==> src/rtl/toggle_activity_monitor.sv <==
// toggle_activity_monitor
// Watches NUM_SIG signals (n_1..n_4 on bits 0..3, n_9 on bit 4) over a
// programmable window. It counts 0<->1 transitions per signal with saturating
// counters, then streams the counts out one signal per valid/ready transfer.
// Optional feature macro: ACT_TOTAL_EN adds res_total, a saturating sum of
// all toggles seen in the window.
module toggle_activity_monitor #(
  parameter int NUM_SIG = 5,
  parameter int CNT_W   = 16,
  parameter int WIN_W   = 16
) (
  input  logic               clk,
  input  logic               rst,
  input  logic               start,
  input  logic [WIN_W-1:0]   window_len,
  input  logic [NUM_SIG-1:0] sig_in,
  output logic               busy,
  output logic               res_valid,
  input  logic               res_ready,
  output logic [2:0]         res_idx,
  output logic [CNT_W-1:0]   res_count,
`ifdef ACT_TOTAL_EN
  output logic [CNT_W+2:0]   res_total,
`endif
  output logic               done
);

  typedef enum logic [1:0] {IDLE, COUNT, DRAIN} state_t;

  localparam logic [2:0] LAST_IDX = 3'(NUM_SIG - 1);

  state_t             state;
  logic [NUM_SIG-1:0] prev;
  logic [WIN_W-1:0]   remaining;
  logic [CNT_W-1:0]   cnt     [NUM_SIG];
  logic [CNT_W-1:0]   cnt_nxt [NUM_SIG];
  logic [NUM_SIG-1:0] toggle;
  logic [2:0]         nxt_idx;
  logic               accept;

  // Counter increment that sticks at all-ones instead of wrapping.
  function automatic logic [CNT_W-1:0] sat_inc(input logic [CNT_W-1:0] c,
                                               input logic t);
    logic [CNT_W-1:0] r;
    r = c;
    if (t && (c != '1)) r = c + CNT_W'(1);
    return r;
  endfunction

`ifdef ACT_TOTAL_EN
  // Number of signals that toggled this cycle.
  function automatic logic [CNT_W+2:0] popcnt(input logic [NUM_SIG-1:0] v);
    logic [CNT_W+2:0] s;
    s = '0;
    for (int i = 0; i < NUM_SIG; i++) s = s + (CNT_W+3)'(v[i]);
    return s;
  endfunction

  // Wide add that clamps at all-ones on carry out.
  function automatic logic [CNT_W+2:0] sat_add(input logic [CNT_W+2:0] a,
                                               input logic [CNT_W+2:0] b);
    logic [CNT_W+3:0] s;
    logic [CNT_W+2:0] r;
    s = {1'b0, a} + {1'b0, b};
    r = s[CNT_W+3] ? '1 : s[CNT_W+2:0];
    return r;
  endfunction
`endif

  assign toggle  = sig_in ^ prev;
  assign accept  = res_valid && res_ready;
  assign nxt_idx = res_idx + 3'd1;

  // Next value of every per-signal counter for a compared sample.
  always_comb begin
    for (int k = 0; k < NUM_SIG; k++) cnt_nxt[k] = sat_inc(cnt[k], toggle[k]);
  end

  // Control FSM, counters and result registers.
  always_ff @(posedge clk) begin
    if (rst) begin
      state     <= IDLE;
      busy      <= 1'b0;
      res_valid <= 1'b0;
      res_idx   <= '0;
      res_count <= '0;
      done      <= 1'b0;
      prev      <= '0;
      remaining <= '0;
      for (int k = 0; k < NUM_SIG; k++) cnt[k] <= '0;
`ifdef ACT_TOTAL_EN
      res_total <= '0;
`endif
    end else begin
      done <= 1'b0;
      case (state)
        IDLE: begin
          if (start && (window_len != '0)) begin
            prev      <= sig_in;
            remaining <= window_len;
            busy      <= 1'b1;
            state     <= COUNT;
            for (int k = 0; k < NUM_SIG; k++) cnt[k] <= '0;
`ifdef ACT_TOTAL_EN
            res_total <= '0;
`endif
          end
        end
        COUNT: begin
          prev      <= sig_in;
          remaining <= remaining - WIN_W'(1);
          for (int k = 0; k < NUM_SIG; k++) cnt[k] <= cnt_nxt[k];
`ifdef ACT_TOTAL_EN
          res_total <= sat_add(res_total, popcnt(toggle));
`endif
          // Firing on the last sample keeps remaining from ever wrapping.
          if (remaining == WIN_W'(1)) begin
            state     <= DRAIN;
            res_valid <= 1'b1;
            res_idx   <= '0;
            res_count <= cnt_nxt[0];
          end
        end
        DRAIN: begin
          if (accept) begin
            if (res_idx == LAST_IDX) begin
              res_valid <= 1'b0;
              busy      <= 1'b0;
              done      <= 1'b1;
              res_idx   <= '0;
              state     <= IDLE;
            end else begin
              res_idx   <= nxt_idx;
              res_count <= cnt[nxt_idx];
            end
          end
        end
        default: state <= IDLE;
      endcase
    end
  end

endmodule
==> config.mk <==
export PLATFORM = sky130hd
export DESIGN_NAME = toggle_activity_monitor
export DESIGN_NICKNAME = d
export VERILOG_FILES = /design/src/rtl/toggle_activity_monitor.sv
export SDC_FILE = /design/constraint.sdc
export NUM_CORES = 1
export LEC_CHECK = 0
export ABC_AREA = 1
export CAP_MARGIN = 20
export CORE_MARGIN = 2
export CORE_UTILIZATION = 55
export CTS_BUF_LIST = sky130_fd_sc_hd__clkbuf_8
export CTS_CLUSTER_SIZE = 28
export DETAILED_ROUTE_END_ITERATION = 6
export GPL_ROUTABILITY_DRIVEN = 1
export PLACE_DENSITY = 0.74
export SETUP_SLACK_MARGIN = 0.4
export SYNTH_ARGS = -nofsm -noshare
export SYNTH_HDL_FRONTEND = slang
export SYNTH_SLANG_ARGS = --single-unit
==> constraint.sdc <==
create_clock -name clk -period 3.04 [get_ports clk]
set_clock_uncertainty 0.05 [all_clocks]
set_input_delay 0.608 -clock clk [delete_from_list [all_inputs] [get_ports clk]]
set_output_delay 0.608 -clock clk [all_outputs]
set_load 0.05 [all_outputs]
==> impl_metrics.json <==
{
  "status": "complete, but fails checks",
  "violations": "design-rule violations",
  "nets": 1180,
  "cts_root_buffer": "clkbuf_8",
  "ys_seq_elements": 125,
  "nFillCells": 1284,
  "cts_sinks": 125,
  "cts_resized": 0,
  "io_pins": 47,
  "syn2layout_area_growth_pct": 14.18,
  "slowest_delay_ns": 0.83,
  "dp_hpwl_um": 14990,
  "cap_violations": 0,
  "tritoncts": "done",
  "synth_seq_area_share_pct": 42.35,
  "die_x_um": 123.1,
  "drt.antenna.violating_nets": 0,
  "grt_max_degree": 41,
  "power_density_nw_per_um2": 534.1,
  "vias": 7420,
  "grt-ovfl-total": 0,
  "yosysWarnings": 0,
  "vdd_drop_max_mv": 0.2959,
  "synth_fp_nets": 1128,
  "antenna_cells": 0,
  "worstPathCellList": "clkdlybuf4s50_1",
  "clk_pin_slew_worst_paths_ns": 0.08,
  "portBuffers": 46,
  "antenna_found_initial": 0,
  "routed_wl_um": 20260,
  "period_needed_ns": 2.348,
  "cp-end-kind": "primary output",
  "path_delay_family": "buffers and inverters",
  "max_freq_mhz": 425.9,
  "clockBufferDepth": 2,
  "row_count": 43,
  "worstPathRequired_ns": 2.38,
  "dieArea_um2": 15150,
  "slew_violations": 0,
  "grt_usage_pct": 28.27,
  "crit_arrival_ns": 1.69,
  "synth_area_um2": 7800,
  "leakage_nw": 3.656,
  "fin_util_pct": 64.16,
  "core-area_um2": 13880,
  "viasPerCell": 5.541,
  "clk_latency_ns": 0.46,
  "start_util_pct": 56.19,
  "remaining_drc_errors": 4,
  "ys_types": 42,
  "hp-class": "reg2reg",
  "rsz0062_at_grt": "false",
  "postCtsHoldBufs": 0,
  "cp_num_buf_inv": 1,
  "startpoint_type": "flop",
  "die_y_um": 123.1,
  "cts_made_buffers": 17,
  "crit_type": "reg2out",
  "tightest_slew_ns": 0.7667,
  "fin_crit_sh_pct": 77.24,
  "slew_headroom_pct": 48.83,
  "synthFlopType": "edfxtp_1",
  "holdWs_ns": 0.4118,
  "drive_gt1_share_pct": 8.024,
  "synth_edf_count": 80,
  "cpMaxStageDelayCell": "clkdlybuf4s50_1",
  "dr.pass1.iters": 7,
  "grt_pass1_wl_um": 32970,
  "gp_congestion": 0.9026,
  "htreeDepth": 4,
  "final-hold-violation-count": 0,
  "grt_pass1_vias": 6780,
  "drt_iter0_markers": 626,
  "setup_viol_count_final": 0,
  "synthCells": 1094,
  "cts_post_setup_buffers_inserted": 0,
  "tns_ns": 0,
  "avgRoutedWirePerCell_um": 15.13,
  "synth-async-reset-ratio_pct": 0,
  "crit_fanout": 4,
  "synth.avg_cell_area_um2": 7.130
}
## power by group
part	switching, mW	internal (mW)	leakage [nW]
registers	0.184	2.00	1.25
clock network	0.746	0.826	0.218
logic	0.667	0.333	2.19
## synthesized netlist by cell type (all sizes together), types with 16 or more instances
| master | n | area (um^2) |
|---|---|---|
| nor2 | 133 | 531.8 |
| o21ai | 77 | 396.6 |
| a21oi | 101 | 528.0 |
| nand2 | 298 | 1139 |
| inv | 129 | 484.2 |
| edfxtp | 80 | 2402 |
| nand4 | 17 | 106.4 |
| nor3 | 26 | 140.1 |
| nand3 | 84 | 442.9 |
| clkbuf | 21 | 78.83 |
| dfxtp | 45 | 900.9 |
| xor2 | 16 | 140.1 |
## routing by layer
metal,GRT usage [%],routed length [um],up-vias
met4,11.72,655,0
met1,38.07,9173,3362
met3,6.642,1377,53
met5,0,0,-
li1,-,-,3722
met2,43.89,9055,283
## cells in the final DEF, fill, tap and decap left out, types with 4 or more instances in the layout
cell,netlist,final
ha_1,9,9
nand4_1,17,17
nor2_1,126,126
nor4_1,5,5
nor2_2,4,4
edfxtp_1,80,80
nand3_1,81,81
nand2_1,290,290
o211ai_1,9,9
a21oi_2,6,6
clkbuf_8,0,17
inv_2,5,5
xor2_1,16,16
a21oi_1,95,95
nand2_2,8,8
nor3_1,24,24
or2_2,5,5
inv_4,0,4
buf_4,1,23
dfxtp_1,45,45
clkdlybuf4s50_1,0,45
inv_1,124,124
o21ai_0,73,73
## state kept, by name, indices dropped and copies added, names as in the netlist
register and flops:
cnt 80, remaining 16, res_count 16, prev 5
res_idx 3, state 2, busy 1, done 1
res_valid 1
## kinds of logic after synthesis
kind of cell	share of synthesized area (%)
AND/OR/NAND/NOR	31.94
AO/OA/AOI/OAI	13.52
buffers and inverters	8.614
flip-flops	42.35
XOR/XNOR	2.133
adder cells (fa/ha/maj)	1.444
## path summary, 6_finish.rpt
| path | startpoint | to | slack, ns | cells past startpoint |
|---|---|---|---|---|
| min reg2reg | busy$_SDFFE_PP0P_ | busy$_SDFFE_PP0P_ | 0.41 | 2 |
| max | res_idx[2]$_SDFFE_PP0P_ | res_idx[2] | 0.69 | 1 |
| max reg2reg | cnt[0][0]$_SDFFCE_PN0P_ | cnt[0][13]$_SDFFCE_PN0P_ | 0.71 | 9 |
| min | busy$_SDFFE_PP0P_ | busy$_SDFFE_PP0P_ | 0.41 | 2 |
## through the flow
step	cell area [um^2]	cells	power (mW)	setup slack, ns
after global placement	8488	1307	3.190	0.3629
after floorplan	7800	1094	2.871	0.5000
after detailed placement	8488	1307	3.201	0.3456
final	8906	1339	4.757	0.6920
after global routing	8906	1339	4.996	0.4936
after CTS	8906	1339	4.762	0.6656
## area by class of cell
cell class	instances	area, um^2	share of cell area (%)
inverters	131	491.7	5.521
clock inverters	15	183.9	2.065
repair buffers	69	643.1	7.221
clock buffers	17	234.0	2.627
multi-input cells	802	3825	42.95
flip-flops and latches	125	3303	37.09
well taps	180	225.2	2.529
No activity file was read; power rests on OpenSTA's default activity.
